<file path="config.mk">
export PLATFORM = sky130hd
export DESIGN_NAME = mmu_xlate_arbiter
export DESIGN_NICKNAME = d
export VERILOG_FILES = /design/src/rtl/mmu_xlate_arbiter.sv
export SDC_FILE = /design/constraint.sdc
export NUM_CORES = 1
export LEC_CHECK = 0
export CORE_MARGIN = 4
export CORE_UTILIZATION = 30
export CTS_CLUSTER_DIAMETER = 50
export DETAILED_ROUTE_END_ITERATION = 12
export PLACE_DENSITY = 0.65
export SLEW_MARGIN = 20
export SYNTH_ARGS = -nofsm -noshare
export SYNTH_HDL_FRONTEND = slang
export SYNTH_SLANG_ARGS = --single-unit
</file>
<file path="constraint.sdc">
create_clock -name clk -period 2.9 [get_ports clk]
set_input_delay 0.87 -clock clk [delete_from_list [all_inputs] [get_ports clk]]
set_output_delay 0.87 -clock clk [all_outputs]
set_load 0.005 [all_outputs]
</file>
<file path="src/rtl/mmu_xlate_arbiter.sv">
// mmu_xlate_arbiter: shares one translator (DMW/direct/TLB) and one TLB lookup
// port between instruction fetch and load/store. One translation in flight.
//
// Optional build macro: XLATE_STARVE_GUARD_EN
//   When defined, a small counter bounds the number of back-to-back data grants
//   while a fetch request is waiting (STARVE_LIMIT). When undefined, data always
//   wins over fetch.
//
// state    | meaning
// ---------+------------------------------------------------------------
// S_IDLE   | no translation in flight; grants issued combinationally
// S_LOOKUP | translator sees vaddr_q, TLB lookup strobed
// S_WAIT   | TLB path: tlb_found valid, capture result
// S_RESP   | rvalid to the owner for one cycle, rsp_* valid

module mmu_xlate_arbiter #(
  parameter int STARVE_LIMIT = 4
) (
  input  logic        clk,
  input  logic        rst,
  input  logic        inst_req,
  input  logic [31:0] inst_vaddr,
  output logic        inst_gnt,
  output logic        inst_rvalid,
  input  logic        data_req,
  input  logic [31:0] data_vaddr,
  output logic        data_gnt,
  output logic        data_rvalid,
  output logic [31:0] rsp_paddr,
  output logic [1:0]  rsp_mat,
  output logic        rsp_tlbr,
  input  logic        csr_busy,
  output logic [31:0] tr_vaddr,
  input  logic [31:0] tr_paddr,
  input  logic        tr_is_usetlb,
  input  logic [1:0]  tr_mat,
  output logic        tlb_lookup,
  output logic [18:0] tlb_vppn,
  output logic        tlb_odd,
  input  logic        tlb_found
);

  typedef enum logic [1:0] {
    S_IDLE   = 2'd0,
    S_LOOKUP = 2'd1,
    S_WAIT   = 2'd2,
    S_RESP   = 2'd3
  } state_t;

  state_t      state;
  logic [31:0] vaddr_q;
  logic        owner_q;     // 1 = data owns the in-flight translation, 0 = inst
  logic        starve_hit;
  logic        grant_ok;

  if (STARVE_LIMIT < 1 || STARVE_LIMIT > 7) begin : g_bad_limit
    $error("mmu_xlate_arbiter: STARVE_LIMIT must be in 1..7");
  end

`ifdef XLATE_STARVE_GUARD_EN
  logic [2:0] starve_cnt;

  // Count data grants taken while fetch waits; cleared once fetch is served or stops asking.
  always_ff @(posedge clk) begin
    if (rst) begin
      starve_cnt <= 3'd0;
    end else if (!inst_req || inst_gnt) begin
      starve_cnt <= 3'd0;
    end else if (data_gnt && starve_cnt != 3'd7) begin
      starve_cnt <= starve_cnt + 3'd1;
    end
  end

  // Fetch has waited through STARVE_LIMIT data grants: it takes the next slot.
  always_comb begin
    starve_hit = inst_req && (starve_cnt == 3'(STARVE_LIMIT));
  end
`else
  // Strict data priority: fetch is never promoted.
  always_comb begin
    starve_hit = 1'b0;
  end
`endif

  // Grant decision; only in IDLE, never during reset or a pending CSR write.
  always_comb begin
    grant_ok = (state == S_IDLE) && !csr_busy && !rst;
    data_gnt = grant_ok && data_req && !starve_hit;
    inst_gnt = grant_ok && inst_req && !(data_req && !starve_hit);
  end

  // Translator and TLB see the latched vaddr only while a translation is in flight.
  always_comb begin
    tr_vaddr = (state != S_IDLE) ? vaddr_q : 32'd0;
    tlb_vppn = vaddr_q[31:13];
    tlb_odd  = vaddr_q[12];
  end

  // Sequencer: latch winner, strobe lookup, capture result, pulse rvalid.
  always_ff @(posedge clk) begin
    if (rst) begin
      state       <= S_IDLE;
      vaddr_q     <= 32'd0;
      owner_q     <= 1'b0;
      inst_rvalid <= 1'b0;
      data_rvalid <= 1'b0;
      rsp_paddr   <= 32'd0;
      rsp_mat     <= 2'd0;
      rsp_tlbr    <= 1'b0;
      tlb_lookup  <= 1'b0;
    end else begin
      inst_rvalid <= 1'b0;
      data_rvalid <= 1'b0;
      tlb_lookup  <= 1'b0;
      case (state)
        S_IDLE: begin
          if (data_gnt || inst_gnt) begin
            vaddr_q    <= data_gnt ? data_vaddr : inst_vaddr;
            owner_q    <= data_gnt;
            tlb_lookup <= 1'b1;
            state      <= S_LOOKUP;
          end
        end
        S_LOOKUP: begin
          if (!tr_is_usetlb) begin
            // DMW hit or direct mode: result is final, no need to wait on the TLB.
            rsp_paddr   <= tr_paddr;
            rsp_mat     <= tr_mat;
            rsp_tlbr    <= 1'b0;
            inst_rvalid <= !owner_q;
            data_rvalid <= owner_q;
            state       <= S_RESP;
          end else begin
            state <= S_WAIT;
          end
        end
        S_WAIT: begin
          rsp_paddr   <= tr_paddr;
          rsp_mat     <= tr_mat;
          rsp_tlbr    <= ~tlb_found;
          inst_rvalid <= !owner_q;
          data_rvalid <= owner_q;
          state       <= S_RESP;
        end
        S_RESP: begin
          state <= S_IDLE;
        end
        default: begin
          state <= S_IDLE;
        end
      endcase
    end
  end

endmodule

</file>
==> results.md, run 1 <==
- Drt first pass iters: 4
- Worst path required time: 2030 ps
- DRC Markers: 0
- Skew final: 7.234 ps
- Hold Slack: 452.5 ps
- Post-synthesis cell type count: 25
- Sequential element share of the synthesized area: 43.21%
- Post-synth top cells: nand2_1 (102), dfxtp_1 (73), nor2_1 (67)
- Antenna violations before repair: 0
- Fin area: 0.005673 sq mm
- Rel. slew slack: 43.73%
- DIE AREA: 0.01304 sq mm
- Crit. End Element: output port
- Routed Wire Length: 11.04 mm
- CTS Sinks: 73
- First-pass GRT wire length: 17.17 mm
- Placeable Area: 0.01094 sq mm
- Vias/cell: 4.592
- HP Class: register to register
- Most common cell in the netlist: nand2_1
- Synth top area share: 43.21%
- Fin crit period: 2828 ps
- Die X: 114.2 um
- Final net count: 729
- Antenna diodes: 0
- Num CTS Buffers: 9
- Mapped cell area: 0.003382 sq mm
- Mapped Cells: 453
- Synth Flop Type: dfxtp_1
- Routed len/inst: 14.42 um
- Largest net degree at the start of global routing: 74
- Routed via count: 3,513
- Post-route ant nets: 0
- Crit path max fanout: 3
- Worst-margin pin slew: 844.0 ps
- Max Fclk: 353.6 MHz
- Reg-to-reg slack, setup: 840 ps
- Leak Pwr: 2.026 nW
- Syn_area_per_cell: 7.466 sq um
- Root Buffer: clkbuf_16
- Final Hold Viols: 0
- Total GRT Usage: 16.38%
- Initial drt markers: 146
- Async SR Flop Fraction: 0%
- Setup Viol. Count Final: 0
- RSZ-0062 raised after global routing: false
- Max-cap violations: 0
- Setup crit start kind: primary input
- Post-place setup slack: -394.0 ps
- Crit Path Class: primary input to output port
- Cell taking the most area after synthesis: dfxtp_1
- Rows: 38
- Initial core utilization: 30.93%
- Clock Latency Late Sink: 320 ps
- Crit path DAT: 1960 ps
- Power Dens Cells: 753.7 mW/mm^2
- Max clock buf depth: 2
- Grt ovf: 0
- Clock-pin transition on the worst setup and hold timing paths: 60 ps
- IO buf count: 196
- Synth Warn #: 0
- VDD IR-drop max: 0.3617 mV
- Post-synth EDFFs: 0
- Die Y: 114.2 um
- Number of global-route vias before repair: 3,451
- Yosys reg bits: 73
- Post-CTS Setup Inserts: 0
- Final Wtd Congestion: 0.8018
- Hpwl dp: 8.245 mm
- Run status: completed
- Syn_nets: 562
- Area Overhead vs Synth: 67.74%
- # H-tree levels: 3
- Top cells by area, synth: dfxtp_1 (43%), nand2_1 (11%), nor2_1 (7.4%)
- Post-DP Area: 0.005335 sq mm
- Fraction of layout cells with a size suffix above 1: 6.720%
- CTS tree: done
- Io pins: 197
- Slew Limit Fails: 0
- Final setup margin: 71.98 ps
- Tcrit/Tclk final: 97.52%
## final cells by class
cell class	instances	area, sq um
sequential	73	1461
multi-input combinational	320	1617
fill	1097	5263
tap	140	175.2
inverter	5	18.77
timing repair buffer	211	2079
clock inverter	6	92.59
clock buffer	10	229.0
## what timing repair did
| action | CTS | global route |
|---|---|---|
| gates resized for setup | 5 | 5 |
| pin swaps | 0 | 1 |
| hold buffers | 0 | 0 |
| endpoints found under the setup margin | 2 | 7 |
## worst paths after layout
path,from,depth (start not counted),end
hold / removal,rsp_paddr[7],2,rsp_paddr[7]
setup reg to reg,state[0],6,rsp_paddr[4]
hold reg to reg,rsp_paddr[7],2,rsp_paddr[7]
setup / recovery,csr_busy,4,data_gnt
## flip-flops by register name, indices dropped and copies added (netlist names)
name	cells
data_rvalid	1
inst_rvalid	1
owner_q	1
rsp_mat	2
rsp_paddr	32
rsp_tlbr	1
state	2
tlb_lookup	1
vaddr_q	32
## routing by layer
| layer | wire (um) | GRT usage [%] |
|---|---|---|
| met1 | 4381 | 17.79 |
| met2 | 5661 | 30.05 |
| met3 | 824 | 5.180 |
| met4 | 167 | 5.305 |
| met5 | 0 | 0 |
## stage by stage
step / instances / total power [mW] / TNS, ps / util, %
finish: 765 / 4.276 / 0 / 51.88
global route: 765 / 4.576 / 0 / 51.88
CTS: 765 / 4.340 / 0 / 51.85
detailed placement: 749 / 3.137 / -651.6 / 48.79
global placement: 749 / 3.103 / -672.0 / 48.79
floorplan: 453 / 2.281 / 0 / -
## cell usage in the layout (no fill, tap or decap), types with 2 or more instances in the layout
master	Yosys	routed
a211oi_1	30	30
a211oi_2	2	2
a21oi_1	34	34
and2b_1	2	2
buf_4	19	13
bufinv_16	0	2
clkbuf_16	0	9
clkdlybuf4s50_1	0	193
clkinv_4	0	2
clkinvlp_4	0	2
dfxtp_1	73	73
ha_1	4	3
inv_1	5	4
nand2_1	102	102
nor2_1	67	67
nor2b_1	33	32
nor3_4	1	2
o21ai_0	32	32
o22ai_1	2	2
o31ai_1	2	2
## report_power, final
part | internal (mW) | switching, mW | leakage, nW
Sequential | 1.24 | 0.125 | 0.597
Combinational | 0.888 | 0.845 | 1.28
Clock | 0.756 | 0.417 | 0.149
## critical path, stage by stage
cell	delay, ps
clkdlybuf4s50_1	420
nand2b_2	230
nor3_2	160
dlygate4sd2_1	280
## logic make-up (layout without fill, tap and decap cells)
family | after synthesis | after routing | synth area share, %
and+or+nand+nor | 209 | 209 | 26.49
AOI/OAI and AO/OA | 107 | 107 | 19.09
DFF | 73 | 73 | 43.21
buffers and inverters | 60 | 232 | 9.730
adders and majority gates | 4 | 4 | 1.480
No activity file was read; power rests on OpenSTA's default activity.
==> run 2, diff against run 1 <==
--- a/config.mk
+++ b/config.mk
@@ -6,10 +6,10 @@
 export NUM_CORES = 1
 export LEC_CHECK = 0
 export CORE_MARGIN = 4
-export CORE_UTILIZATION = 30
+export CORE_UTILIZATION = 41
 export CTS_CLUSTER_DIAMETER = 50
 export DETAILED_ROUTE_END_ITERATION = 12
-export PLACE_DENSITY = 0.65
+export PLACE_DENSITY = 0.85
 export SLEW_MARGIN = 20
 export SYNTH_ARGS = -nofsm -noshare
 export SYNTH_HDL_FRONTEND = slang
==> run 2 against run 1 <==
Global-route usage rose by 5.6 points. Worst hold slack improved by 3.2 ps. Via count rose by 3.5%. Critical path depth is the same. Core utilization rose by 18 points. Worst setup slack worse by 13 ps. Clock power is 25% lower. Critical path type unchanged. Final cell count shrank 5.0%. First-iteration DRC count shrank 38%. Cell area fell by 2.4%. Register-to-register slack better by 280 ps. Routed wire length about the same.
==> results.md, run 2 (synthesis results as in run 1) <==
- Io pins: 197
- Num CTS Buffers: 9
- # H-tree levels: 3
- Max Fclk: 352.0 MHz
- Area Overhead vs Synth: 63.78%
- Grt ovf: 0
- Post-DP Area: 0.005300 sq mm
- Worst path bufs/invs: 2
- Final Hold Viols: 0
- Final Wtd Congestion: 0.8649
- Cell chain of the critical path: clkdlybuf4s50_1 -> nand2b_2 -> nor3_2 -> dlygate4sd2_1
- Die Y: 98.82 um
- Hpwl dp: 8.234 mm
- CP max stage delay: 420 ps
- Commonest non-fill, non-tap cell in the layout: clkdlybuf4s50_1
- DIE AREA: 0.009765 sq mm
- Clock Latency Late Sink: 330 ps
- Slowest CP cell: clkdlybuf4s50_1
- Post-CTS Setup Inserts: 0
- Run status: completed
- Setup crit start kind: primary input
- Total power draw: 4.020 mW
- Tcrit/Tclk final: 97.97%
- Worst path required time: 2030 ps
- Met2 Wirelength: 5.623 mm
- Initial core utilization: 42.88%
- DRT met1 WL: 4.258 mm
- Slew Limit Fails: 0
- CTS tree: done
- First-pass GRT wire length: 17.37 mm
- Rows: 32
- Worst-margin pin slew: 795.1 ps
- CTS Sinks: 73
- Vias/cell: 5.000
- R2R Path End: vaddr_q[23]
- CP top delay family: buffers and inverters
- Initial drt markers: 91
- Setup Viol. Count Final: 0
- Routed Wire Length: 11.04 mm
- Antenna diodes: 0
- Leak Pwr: 1.980 nW
- Hold Startpoint: rsp_paddr[11]
- Fin crit period: 2841 ps
- Drt first pass iters: 4
- Skew final: 5.668 ps
- Fillers: 665
- Routed length on met3: 676 um
- Max-cap violations: 0
- Hold_buf cts: 0
- Fraction of layout cells with a size suffix above 1: 6.560%
- HP Class: register to register
- Max clock buf depth: 2
- Crit path DAT: 1970 ps
- VDD IR-drop max: 0.5202 mV
- IO buf count: 196
- DRC Markers: 0
- Reg2reg path depth: 8
- Routed via count: 3,635
- RSZ-0062 raised after global routing: false
- Post-CTS sizing: 4
- Antenna violations before repair: 0
- Crit Path Class: primary input to output port
- Die X: 98.82 um
- Post-route ant nets: 0
- Crit. End Element: output port
- Rel. slew slack: 47.00%
- Top Registers: rsp_paddr: 32 flops, vaddr_q: 32 flops
- Crit path max fanout: 3
- Uppermost layer routed: met4
- Final net count: 729
- Placeable Area: 0.007888 sq mm
- Hold-critical path endpoint: rsp_paddr[11]
- Most frequent cells in the layout: clkdlybuf4s50_1 (193), nand2_1 (102), dfxtp_1 (73), nor2_1 (67), a21oi_1 (34)
- Power Dens Cells: 725.8 mW/mm^2
- Root Buffer: clkbuf_8
- Fin area: 0.005539 sq mm
- Number of global-route vias before repair: 3,609
- Clock-pin transition on the worst setup and hold timing paths: 80 ps
- Routed len/inst: 15.18 um
- Hold path depth: 2
- Reg-to-reg slack, setup: 1120 ps
- Largest net degree at the start of global routing: 74
- Total GRT Usage: 21.97%
- Worst r2r src: state[0]
[run 2: layout make-up]
cell class | count | area [sq um] | area share [%]
sequential | 73 | 1461 | 26.38
clock buffer | 10 | 127.6 | 2.304
timing repair buffer | 211 | 2092 | 37.77
multi-input combinational | 320 | 1620 | 29.25
clock inverter | 6 | 91.34 | 1.649
tap | 102 | 127.6 | 2.304
inverter | 5 | 18.77 | 0.3388
[run 2: per-stage QoR]
stage | hold slack, ps | setup TNS (ps) | worst slack (ps) | cells | util (%)
floorplan | 412.9 | 0 | 514.0 | 453 | -
global placement | 434.1 | -405.1 | -215.4 | 711 | 67.20
detailed placement | 443.8 | -415.5 | -245.9 | 711 | 67.20
CTS | 459.4 | 0 | 17.68 | 727 | 70.03
global route | 479.2 | 0 | 3.402 | 727 | 70.23
finish | 455.7 | 0 | 58.92 | 727 | 70.23
[run 2: layer usage]
metal,track usage (%),up-vias
met1,24.64,1647
met4,13.34,0
li1,-,1802
met2,38.33,147
met5,0,-
met3,4.105,39
[run 2: how the worst max path moves through the flow]
| stage | startpoint | to | slack [ps] | cells past startpoint |
|---|---|---|---|---|
| after floorplan | rst | data_gnt | 510 | 3 |
| after global placement | csr_busy | inst_gnt | -220 | 4 |
| after detailed placement | csr_busy | inst_gnt | -250 | 4 |
| after CTS | state[0] | tr_vaddr[31] | 20 | 5 |
| after global routing | csr_busy | inst_gnt | 3 | 4 |
| final | csr_busy | inst_gnt | 60 | 4 |
[run 2: power breakdown]
part	internal, mW	switching [mW]	total, mW
sequential	1.24	0.124	1.37
combinational	0.920	0.862	1.78
clock	0.488	0.385	0.873
[run 2: worst reg2reg max path: cells and delay by family, from the launching register on]
kind	cells	cell delay, ps
adder cells (fa/ha/maj)	1	220
buffers and inverters	3	540
flip-flops	1	320
AO/OA/AOI/OAI	1	230
AND/OR/NAND/NOR	3	360
